File: src/rtl/uart_rx.sv
// -----------------------------------------------------------------------------
// uart_rx
//   Oversampling UART receiver. It recovers frames made of one start bit,
//   DATA_WIDTH data bits (LSB first), an optional parity bit and one stop bit.
//   Each bit spans `prescale` clocks. The bit value is the majority of three
//   samples taken around mid-bit. A good frame gives a one-cycle data_valid
//   pulse with P_DATA updated in that cycle. A bad frame gives one error pulse
//   instead.
//
// Ports
//   CLK            in   oversampling clock (prescale x baud)
//   RST            in   asynchronous active-low reset
//   RX_IN          in   serial line, idle high, asynchronous to CLK
//   prescale       in   clocks per bit (8, 16 or 32)
//   parity_enable  in   1 = parity bit present in the frame
//   parity_type    in   0 = even, 1 = odd
//   P_DATA         out  last correctly received word
//   data_valid     out  1-cycle pulse, P_DATA updated this cycle
//   parity_error   out  1-cycle pulse, parity mismatch
//   stop_error     out  1-cycle pulse, stop bit sampled low
// -----------------------------------------------------------------------------
module uart_rx #(
    parameter int DATA_WIDTH = 8,
    parameter int PRESC_W    = 6
) (
    input  logic                  CLK,
    input  logic                  RST,
    input  logic                  RX_IN,
    input  logic [PRESC_W-1:0]    prescale,
    input  logic                  parity_enable,
    input  logic                  parity_type,
    output logic [DATA_WIDTH-1:0] P_DATA,
    output logic                  data_valid,
    output logic                  parity_error,
    output logic                  stop_error
);

    localparam logic [2:0] IDLE   = 3'd0;
    localparam logic [2:0] START  = 3'd1;
    localparam logic [2:0] DATA   = 3'd2;
    localparam logic [2:0] PARITY = 3'd3;
    localparam logic [2:0] STOP   = 3'd4;

    localparam int BCW = (DATA_WIDTH > 1) ? $clog2(DATA_WIDTH) : 1;

    logic [1:0]            sync_q;
    logic [2:0]            state_q,    state_d;
    logic [PRESC_W-1:0]    edge_q,     edge_d;
    logic [BCW-1:0]        bit_q,      bit_d;
    logic [PRESC_W-1:0]    presc_q,    presc_d;
    logic                  par_en_q,   par_en_d;
    logic                  par_type_q, par_type_d;
    logic [1:0]            samp_q,     samp_d;
    logic                  start_v_q,  start_v_d;
    logic [DATA_WIDTH-1:0] shift_q,    shift_d;
    logic                  par_flag_q, par_flag_d;
    logic [DATA_WIDTH-1:0] pdata_q,    pdata_d;
    logic                  dv_q,       dv_d;
    logic                  pe_q,       pe_d;
    logic                  se_q,       se_d;

    logic                  rx_s;
    logic [PRESC_W-1:0]    half;
    logic                  at_s0, at_s1, at_s2, last_edge;
    logic                  vote;

    assign rx_s      = sync_q[1];
    assign half      = presc_q >> 1;
    assign at_s0     = (edge_q == half - PRESC_W'(1));
    assign at_s1     = (edge_q == half);
    assign at_s2     = (edge_q == half + PRESC_W'(1));
    assign last_edge = (edge_q == presc_q - PRESC_W'(1));

    // The third sample is the live synchronized line at the third sample
    // point, so the vote is ready in that same cycle.
    assign vote = (samp_q[0] & samp_q[1]) | (samp_q[0] & rx_s) | (samp_q[1] & rx_s);

    always_comb begin
        state_d    = state_q;
        edge_d     = edge_q;
        bit_d      = bit_q;
        presc_d    = presc_q;
        par_en_d   = par_en_q;
        par_type_d = par_type_q;
        samp_d     = samp_q;
        start_v_d  = start_v_q;
        shift_d    = shift_q;
        par_flag_d = par_flag_q;
        pdata_d    = pdata_q;
        dv_d       = 1'b0;
        pe_d       = 1'b0;
        se_d       = 1'b0;

        if (state_q != IDLE) begin
            edge_d = last_edge ? '0 : edge_q + PRESC_W'(1);
            if (at_s0) samp_d[0] = rx_s;
            if (at_s1) samp_d[1] = rx_s;
        end

        case (state_q)
            IDLE: begin
                edge_d = '0;
                if (!rx_s) begin
                    // The detection cycle is edge 0 of the start bit.
                    state_d    = START;
                    edge_d     = PRESC_W'(1);
                    presc_d    = prescale;
                    par_en_d   = parity_enable;
                    par_type_d = parity_type;
                    bit_d      = '0;
                    par_flag_d = 1'b0;
                end
            end
            START: begin
                if (at_s2) start_v_d = vote;
                if (last_edge) state_d = start_v_q ? IDLE : DATA;
            end
            DATA: begin
                if (at_s2) shift_d = {vote, shift_q[DATA_WIDTH-1:1]};
                if (last_edge) begin
                    if (bit_q == BCW'(DATA_WIDTH - 1)) begin
                        state_d = par_en_q ? PARITY : STOP;
                    end else begin
                        bit_d = bit_q + BCW'(1);
                    end
                end
            end
            PARITY: begin
                if (at_s2) par_flag_d = (vote != ((^shift_q) ^ par_type_q));
                if (last_edge) state_d = STOP;
            end
            STOP: begin
                // Leave at mid stop bit so that a start bit that follows at
                // once is not missed.
                if (at_s2) begin
                    state_d = IDLE;
                    edge_d  = '0;
                    if (!vote) begin
                        se_d = 1'b1;
                    end else if (par_flag_q) begin
                        pe_d = 1'b1;
                    end else begin
                        dv_d    = 1'b1;
                        pdata_d = shift_q;
                    end
                end
            end
            default: begin
                state_d = IDLE;
                edge_d  = '0;
            end
        endcase
    end

    always_ff @(posedge CLK or negedge RST) begin
        if (!RST) begin
            sync_q     <= '1;
            state_q    <= IDLE;
            edge_q     <= '0;
            bit_q      <= '0;
            presc_q    <= '0;
            par_en_q   <= 1'b0;
            par_type_q <= 1'b0;
            samp_q     <= '1;
            start_v_q  <= 1'b1;
            shift_q    <= '0;
            par_flag_q <= 1'b0;
            pdata_q    <= '0;
            dv_q       <= 1'b0;
            pe_q       <= 1'b0;
            se_q       <= 1'b0;
        end else begin
            sync_q     <= {sync_q[0], RX_IN};
            state_q    <= state_d;
            edge_q     <= edge_d;
            bit_q      <= bit_d;
            presc_q    <= presc_d;
            par_en_q   <= par_en_d;
            par_type_q <= par_type_d;
            samp_q     <= samp_d;
            start_v_q  <= start_v_d;
            shift_q    <= shift_d;
            par_flag_q <= par_flag_d;
            pdata_q    <= pdata_d;
            dv_q       <= dv_d;
            pe_q       <= pe_d;
            se_q       <= se_d;
        end
    end

    assign P_DATA       = pdata_q;
    assign data_valid   = dv_q;
    assign parity_error = pe_q;
    assign stop_error   = se_q;

endmodule

File: config.mk
export PLATFORM = sky130hd
export DESIGN_NAME = uart_rx
export DESIGN_NICKNAME = d
export VERILOG_FILES = /design/src/rtl/uart_rx.sv
export SDC_FILE = /design/constraint.sdc
export NUM_CORES = 1
export LEC_CHECK = 0
export ABC_AREA = 1
export CAP_MARGIN = 20
export CORE_MARGIN = 4
export CORE_UTILIZATION = 50
export CTS_BUF_LIST = sky130_fd_sc_hd__clkbuf_4
export DETAILED_ROUTE_END_ITERATION = 16
export PLACE_DENSITY = 0.69
export SLEW_MARGIN = 20
export SYNTH_ARGS = -nofsm -noshare
export SYNTH_HDL_FRONTEND = slang
export SYNTH_SLANG_ARGS = --single-unit
File: constraint.sdc
create_clock -name CLK -period 3.7 [get_ports CLK]
set_input_delay 0.37 -clock CLK [delete_from_list [all_inputs] [get_ports CLK]]
set_output_delay 0.37 -clock CLK [all_outputs]
set_load 0.005 [all_outputs]
## Word-level counts from Yosys, hierarchy flattened

Index checks and enable logic that the tools add are counted.

| word-level totals | value |
|---|---|
| bits in registers | 45 |
| word-level logic and storage cells | 94 |

| cells by class | value |
|---|---|
| add/sub/neg operators | 5 |
| equal/unequal tests | 18 |
| multiplexer cells | 32 |
| bitwise logic cells | 8 |
| reductions and logical operators | 15 |

Operators by type and width:

| operator | number |
|---|---|
| two-way mux 3 bit | 10 |
| equality test 6 bit | 3 |
| two-way mux 6 bit | 3 |
| one-hot mux 6 bit (3 select lines) | 1 |
| != test 2 bit, second input constant | 8 |
| one-hot mux 3 bit (5 select lines) | 1 |
| two-way mux 1 bit | 14 |
| AND reduction 2 bit | 5 |
| AND reduction 4 bit | 2 |
| XOR reduction 8 bit | 1 |
| adder 5 x 1 -> 6 bit, second input constant | 1 |
| adder 6 x 1 -> 6 bit, second input constant | 1 |
| equality test 3 x 2 -> 1 bit, second input constant | 2 |
| equality test 3 bit, second input constant | 2 |
| equality test 6 x 5 -> 1 bit | 1 |
| one-hot mux 3 bit (2 select lines) | 1 |
| AND reduction 6 bit | 1 |
| subtractor 5 x 1 -> 6 bit, second input constant | 1 |
| subtractor 6 x 1 -> 6 bit, second input constant | 1 |
| nonzero test 2 bit | 2 |
| adder 3 x 1 -> 3 bit, second input constant | 1 |
| bitwise AND 1 bit | 3 |
| equality test 3 x 1 -> 1 bit, second input constant | 1 |
| zero test 3 bit | 1 |
| other kinds (9) | 11 |

## Longest topological paths before layout

Gate-level depths: netlist (run 1).

| logic depth | value |
|---|---|
| depth in word-level cells | 6 |
| depth in mapped cells | 14 |
| mapped depth without buffers | 14 |

## Worst setup path after synthesis (run 1)

No wires, ideal clock.

| timing path | value |
|---|---|
| path kind | register to register |
| start point | register presc_q[1] |
| end point | register par_flag_q |
| library setup time | 0.122 ns |
| arrival | 1.674 ns |
| path slack | 1.904 ns |
| cell stages (with the launch flop) | 10 |
| path buffers | 1 |
| clock period less this slack | 1.796 ns |
| path through | dfrtp_1 -> inv_1 -> ha_1 -> xnor2_1 -> nand3_2 -> nor2_4 -> nand2_4 -> buf_6 -> o211ai_2 -> nand2_1 |

| on the way | value |
|---|---|
| longest elaborated chain between the ends | 4 |

RTL lines:

| what | RTL line | text |
|---|---|---|
| from (decl) | 50 | `logic [PRESC_W-1:0] presc_q, presc_d;` |
| from (signal assigned) | 177 | `presc_q <= presc_d;` |
| adder 5 x 1 -> 6 bit | 71 | `assign at_s2 = (edge_q == half + PRESC_W'(1));` |
| equality test 6 bit | 71 |  |
| != test 2 bit (no line) | - |  |
| AND reduction 3 bit (no line) | - |  |
| to (signal assigned) | 183 | `par_flag_q <= par_flag_d;` |
| to (decl) | 56 | `logic par_flag_q, par_flag_d;` |

Every way passes these cells.
A chain may end at the register's enable or synchronous reset.

## Worst setup path after layout (run 1)

| timing path | value |
|---|---|
| start point | register presc_q[1] |
| end point | register shift_q[7] |

| on the way | value |
|---|---|
| longest elaborated chain between the ends | 3 |

RTL lines:

| what | RTL line | text |
|---|---|---|
| adder 5 x 1 -> 6 bit | 71 |  |
| equality test 6 bit | 71 |  |
| AND reduction 2 bit (no line) | - |  |
| to (signal assigned) | 182 | `shift_q <= shift_d;` |
| to (decl) | 55 | `logic [DATA_WIDTH-1:0] shift_q, shift_d;` |

Every way passes these cells.

==> results of run 1 <==
-- kinds of logic after synthesis --
family                   Yosys count  synth area share [%]
AO/OA/AOI/OAI                     30                 7.099
XOR/XNOR                          19                 6.253
adder cells (fa/ha/maj)            7                 3.291
buffers and inverters             43                 7.005
flip-flops                        45                 42.55
AND/OR/NAND/NOR                  189                 33.80
-- through the flow --
stage	setup WS (ns)	area, sq um
floorplan	1.904	2661
global placement	1.650	2910
detailed placement	1.530	2910
CTS	1.503	2973
global route	1.317	2985
finish	1.504	2985
-- metal layers --
layer / vias to the layer above / GRT usage, %
met5: - / 0
met2: 60 / 28.57
met4: 0 / 4.899
li1: 1103 / -
met1: 999 / 26.41
met3: 4 / 4.767
-- flip-flops by register name (all words and copies together) (netlist names) --
register,cells
start_v_q,1
state_q,3
sync_q,2
par_type_q,1
par_flag_q,1
shift_q,8
par_en_q,1
stop_error,1
parity_error,1
P_DATA,8
edge_q,6
presc_q,6
bit_q,3
samp_q,2
data_valid,1
-- where the power goes --
group / total, mW / switching (mW) / internal (mW)
clock: 0.255 / 0.177 / 0.0778
sequential: 0.729 / 0.134 / 0.595
combinational: 1.01 / 0.642 / 0.366
total: 1.99 / 0.953 / 1.04
-- worst paths after layout --
check | slack (ns) | end | depth (start not counted)
setup / recovery | 1.50 | shift_q[7] | 9
min in group asynchronous | 0.51 | presc_q[5] | 2
setup reg to reg | 1.50 | shift_q[7] | 9
hold / removal | 0.37 | sync_q[1] | 0
hold reg to reg | 0.37 | sync_q[1] | 0
max in group asynchronous | 2.79 | sync_q[0] | 2
-- layout make-up --
| type | instances | area share (%) |
|---|---|---|
| Inverter | 38 | 4.778 |
| Timing Repair Buffer | 22 | 7.293 |
| Clock inverter | 3 | 0.8382 |
| Clock buffer | 5 | 1.257 |
| Multi-Input combinational cell | 245 | 44.97 |
| Tap cell | 70 | 2.934 |
| Sequential cell | 45 | 37.93 |
-- worst max-delay path: stages (launching register included) --
cell,delay [ns]
dfrtp_1,0.48
inv_1,0.17
ha_1,0.33
xnor2_1,0.21
nand3_2,0.12
nor2_4,0.16
nand2_4,0.14
nor2_4,0.27
nand2_1,0.09
o21a_1,0.12
-- layout by cell type (no fill, tap or decap), drive strengths merged --
master,Yosys,routed
nand2,129,129
dlygate4sd3,0,1
clkinvlp,0,1
o31ai,1,1
o211ai,1,1
clkdlybuf4s50,0,20
nand3,18,18
xor2,8,8
nand4,8,8
nand3b,3,3
xnor2,11,11
nor4,1,1
buf,5,1
clkbuf,0,5
o21ai,26,26
nor2,23,23
o21a,1,1
or2,2,2
inv,38,39
ha,7,7
dfrtp,40,40
a21boi,1,1
nor3,5,5
dfstp,5,5
clkinv,0,1
==> key figures, run 1 <==
Placement
  – GPL Wtd Cong: 0.8995
  – DPL Wire Length: 4.015 mm
  – Port buffer count: 21
  – Cells after DPL: 419

STA
  – Fmax: 455.4 MHz
  – Period utilization: 59.34%
  – Worst slew pin tran: 0.6528 ns
  – Relative slew slack: 56.02%
  – Hold Vio Cnt, Final: 0
  – Unrepaired setup endpoints after global routing: no
  – Setup TNS: 0 ns
  – Hold_ws: 0.3671 ns
  – Setup violators final: 0
  – Min Tclk post-route: 2.196 ns
  – Final Skew: 0.01762 ns
  – Pins over their slew limit: 0

Finish
  – Share of layout cells above drive strength 1: 16.20%
  – Filler instances: 485
  – Post-Route Utilization: 58.08%
  – Final nets: 375
  – # diodes: 0
  – Area Growth Syn to Fin: 12.18%
  – Post-route insts no fill: 428
  – Multi-input gate area: 1343 sq um
  – Register area: 1132 sq um

Logic synthesis
  – FFs w/ async S/R, synth: 100.0%
  – Sequential-to-total area share from yosys stat: 42.55%
  – EDFF count, synth: 0
  – Top FF cell, synth: dfrtp_1
  – Netlist cell types: 33
  – Post-Syn Area: 2661 sq um
  – Most numerous cell in the Yosys netlist: nand2_1
  – Syn avg cell area: 7.992 sq um
  – Syn. warnings: 0
  – Yosys top cell area share: 37.61%
  – Syn nets: 351
  – Commonest cells post-synth: nand2_1, dfrtp_1, inv_1
  – Area contributors post-synth: dfrtp_1, nand2_1, dfstp_2, inv_1, xnor2_1
  – #FFs+latches synth: 45
  – Synth area leader: dfrtp_1
  – Mapped Cells: 333

Floorplanning
  – Number of core rows: 26
  – Die extent in y: 80.96 um
  – Ports: 22
  – Die width: 80.96 um
  – Starting Density: 51.78%
  – Die ar.: 6554 sq um
  – CORE AREA: 5140 sq um

Global route
  – First-pass GRT wire length: 9.446 mm
  – Largest net degree at the start of global routing: 46
  – GRT Residual Overflow: 0
  – GRT Total Usage: 18.70%
  – Vias in the first global route: 2016
  – Initial antenna violation count: 0

Routing
  – Routed Antenna Nets: 0
  – Final wirelength: 5.241 mm
  – Met2 Routed Length: 2.299 mm
  – Via density: 5.061
  – Vias: 2166
  – Pre-Repair DR Iteration Count: 4
  – M1 WL: 2.526 mm
  – Metal3 WL: 370 um
  – Starting DRC count in detailed routing: 210
  – Max Used Layer: met4
  – Post-DR wirelength/cell: 12.25 um
  – Drt drc: 0

Clock network
  – Max clock buf depth: 2
  – TritonCTS Buffers: 5
  – Post-CTS resize count: 0
  – Post-CTS Setup Inserts: 0
  – Clk slew on worst S/H paths: 0.15 ns
  – Hold Buf Count CTS: 0
  – CTS tree: built
  – Worst skew pair latency: 0.37 ns
  – H-tree levels: 2
  – Sink Count: 45
  – Root Driver: clkbuf_4

Pwr
  – Peak VDD IR: 0.0004116 V
  – P_leak: 1.452 nW
  – Pwr Density: 667.3 nW/um^2
  – Overall Power: 1.992 mW

Worst setup path
  – Kind of critical path: reg -> reg
  – CP startpoint kind: register
  – Critical Path AT: 2.48 ns
  – CP endpoint kind: register
  – CP required: 3.99 ns
  – Crit. Startpoint: presc_q[1]
  – Largest fanout on the critical path: 13
  – RR Startpoint: presc_q[1]

Outcome
  – Outcome: finished, final reports clean

Worst hold path
  – Worst hold path class: reg -> reg
  – Hold path startpoint: sync_q[0]

Run
  – Max_cap viols: 0
(Power assumes the default switching activity.)
==> inputs of run 2 (changes only) <==
--- a/config.mk
+++ b/config.mk
@@ -11,7 +11,7 @@
 export CORE_UTILIZATION = 50
 export CTS_BUF_LIST = sky130_fd_sc_hd__clkbuf_4
 export DETAILED_ROUTE_END_ITERATION = 16
-export PLACE_DENSITY = 0.69
+export PLACE_DENSITY = 0.72
 export SLEW_MARGIN = 20
 export SYNTH_ARGS = -nofsm -noshare
 export SYNTH_HDL_FRONTEND = slang
==> constraint.sdc (replaced) <==
create_clock -name CLK -period 1.93 [get_ports CLK]
set_input_delay 0.193 -clock CLK [delete_from_list [all_inputs] [get_ports CLK]]
set_output_delay 0.193 -clock CLK [all_outputs]
set_load 0.005 [all_outputs]
==> run 2 against run 1 <==
Against the previous run:
- first-iteration DRC count is 44% lower
- sequential share of layout area is 2.1 points lower
- clock-buffer cell count did not move
- maximum frequency is 19% higher
- sequential cell count is the same
- combinational power up 130%
- register-to-register slack got worse by 1.4 ns
==> key figures, run 2 (same netlist as run 1, synthesis figures left out) <==
Placement
  – DPL Wire Length: 4.346 mm (+8.3%)
  – Cells after DPL: 430 (+2.6%)
  – GPL Wtd Cong: 0.8668 (-3.6%)
  – Port buffer count: 21 (unchanged)
  – Pre-CTS setup slack: 0.01820 ns (-1.512 ns)

Floorplanning
  – Die extent in y: 80.96 um (unchanged)
  – Number of core rows: 26 (unchanged)
  – Starting Density: 51.78% (unchanged)
  – Die ar.: 6554 sq um (unchanged)
  – CORE AREA: 5140 sq um (unchanged)
  – Die width: 80.96 um (unchanged)
  – Ports: 22 (unchanged)

Routing
  – Routed Antenna Nets: 0 (unchanged)
  – Vias: 2220 (+2.5%)
  – Post-DR wirelength/cell: 12.84 um (+4.9%)
  – Starting DRC count in detailed routing: 118 (-44%)
  – Drt drc: 0 (unchanged)
  – Final wirelength: 5.664 mm (+8.1%)
  – Pre-Repair DR Iteration Count: 5 (+1)
  – Via density: 5.034 (-0.53%)

Worst setup path
  – Critical Path AT: 2.12 ns (-0.36 ns)
  – CP top delay family: simple AND/OR/NAND/NOR gates
  – Largest fanout on the critical path: 6 (-7)
  – CP endpoint kind: register
  – CP required: 2.20 ns (-1.79 ns)
  – CP Buf/Inv Count: 2 (+1)
  – CP startpoint kind: register
  – Largest stage delay on the critical path: 0.42 ns (-0.06 ns)
  – Kind of critical path: reg -> reg
  – Critical-path top delay cell: dfrtp_1
  – Most frequent CP cell: nand2_4
  – Cell Chain, Critical Path: inv_2 > buf_6 > ha_1 > nand4_1 > xnor2_1 > nand2_4 > nand2_4 > nand2_4 > nand2_1 > o21ai_1

STA
  – Hold Vio Cnt, Final: 0 (unchanged)
  – Min Tclk post-route: 1.847 ns (-0.3485 ns)
  – Relative slew slack: 64.03% (+8.0 points)
  – Final Skew: 0.01501 ns (-0.002607 ns)
  – Pins over their slew limit: 0 (unchanged)
  – Final setup margin: 0.08278 ns (-1.421 ns)
  – Setup violators final: 0 (unchanged)
  – Period utilization: 95.71% (+36 points)
  – Unrepaired setup endpoints after global routing: yes
  – Hold_ws: 0.2236 ns (-0.1435 ns)
  – Worst slew pin tran: 0.5396 ns (-0.1132 ns)
  – Fmax: 541.4 MHz (+19%)

Global route
  – Largest net degree at the start of global routing: 24 (-48%)
  – GRT Total Usage: 19.26% (+0.56 points)
  – First-pass GRT wire length: 9.694 mm (+2.6%)
  – Initial antenna violation count: 0 (unchanged)
  – GRT Residual Overflow: 0 (unchanged)
  – Vias in the first global route: 2184 (+8.3%)

Pwr
  – Pwr Density: 1312 nW/um^2 (+97%)
  – Overall Power: 4.151 mW (+110%)
  – P_leak: 1.536 nW (+5.8%)
  – Peak VDD IR: 0.0006803 V (+65%)

Finish
  – Post-route insts no fill: 441 (+3.0%)
  – Most common cell after layout, fill and taps aside: nand2_1
  – Final nets: 388 (+3.5%)
  – Share of layout cells above drive strength 1: 21.29% (+5.1 points)
  – Area Growth Syn to Fin: 18.90%
  – Commonest non-fill, non-tap cells in the layout: nand2_1, dfrtp_1, inv_1, clkdlybuf4s50_1, nand3_1
  – Filler instances: 471 (-2.9%)
  – # diodes: 0 (unchanged)

Clock network
  – Sink Count: 45 (unchanged)
  – TritonCTS Buffers: 5 (unchanged)
  – Worst skew pair latency: 0.38 ns (about the same)
  – H-tree levels: 2 (unchanged)
  – Root Driver: clkbuf_4
  – Clk slew on worst S/H paths: 0.14 ns (about the same)
  – CTS tree: built
  – Max clock buf depth: 2 (unchanged)

Worst hold path
  – Worst hold path class: in -> reg

Outcome
  – Outcome: finished, final reports clean

Run
  – Max_cap viols: 0 (unchanged)
==> run 2: per-layer routing <==
metal	GRT usage [%]	wire, um	vias up	part of all wire, %
met3	4.545	383	9	6.8
met5	0	0	-	0
met1	26.06	2641	1033	47
met4	5.912	80	0	1.4
li1	-	-	1123	-
met2	30.62	2558	55	45
==> run 2: layout make-up <==
cell class	count	area (sq um)	area share [%]
Multi-Input combinational cell	245	1398	44.17
Timing Repair Buffer	35	341.6	10.79
Sequential cell	45	1132	35.79
Tap cell	70	87.58	2.768
Inverter	38	142.6	4.508
Clock buffer	5	37.54	1.186
Clock inverter	3	25.02	0.7908
==> run 2: power by group <==
| part | switching [mW] | internal [mW] |
|---|---|---|
| Combinational | 1.41 | 0.881 |
| Clock | 0.334 | 0.149 |
| Sequential | 0.234 | 1.14 |
| Total | 1.98 | 2.17 |
==> run 2: worst reg2reg max path, stage by stage, from the launching register on <==
cell,delay [ns]
dfrtp_1,0.42
inv_2,0.08
buf_6,0.13
ha_1,0.26
nand4_1,0.14
xnor2_1,0.33
nand2_4,0.12
nand2_4,0.09
nand2_4,0.07
nand2_1,0.07
o21ai_1,0.06
==> run 2: worst paths after layout <==
check,startpoint,end,slack [ns],cells past startpoint
max,presc_q[1],bit_q[1],0.08,10
min,RX_IN,sync_q[0],0.22,1
min in group asynchronous,RST,data_valid,0.31,2
max in group asynchronous,RST,sync_q[0],1.01,3
max reg2reg,presc_q[1],bit_q[1],0.08,10
min reg2reg,sync_q[0],sync_q[1],0.37,0
==> run 2: per-stage QoR <==
stage / util [%] / instance area, sq um / TNS, ns
after CTS: 60.18 / 3093 / 0
final: 61.56 / 3164 / 0
after global routing: 61.56 / 3164 / -0.07117
after detailed placement: 58.71 / 3018 / 0
after global placement: 58.71 / 3018 / 0
after floorplan: - / 2661 / 0
==> run 2: what timing repair did <==
| action | CTS | global route |
|---|---|---|
| resized for setup | 1 | 13 |
| hold endpoints to repair | 20 | 0 |
| hold buffers | 1 | 0 |
| pin swaps | 0 | 7 |
| endpoints found under the setup margin | 1 | 15 |
| cloned | 0 | 0 |
| setup buffers | 0 | 2 |
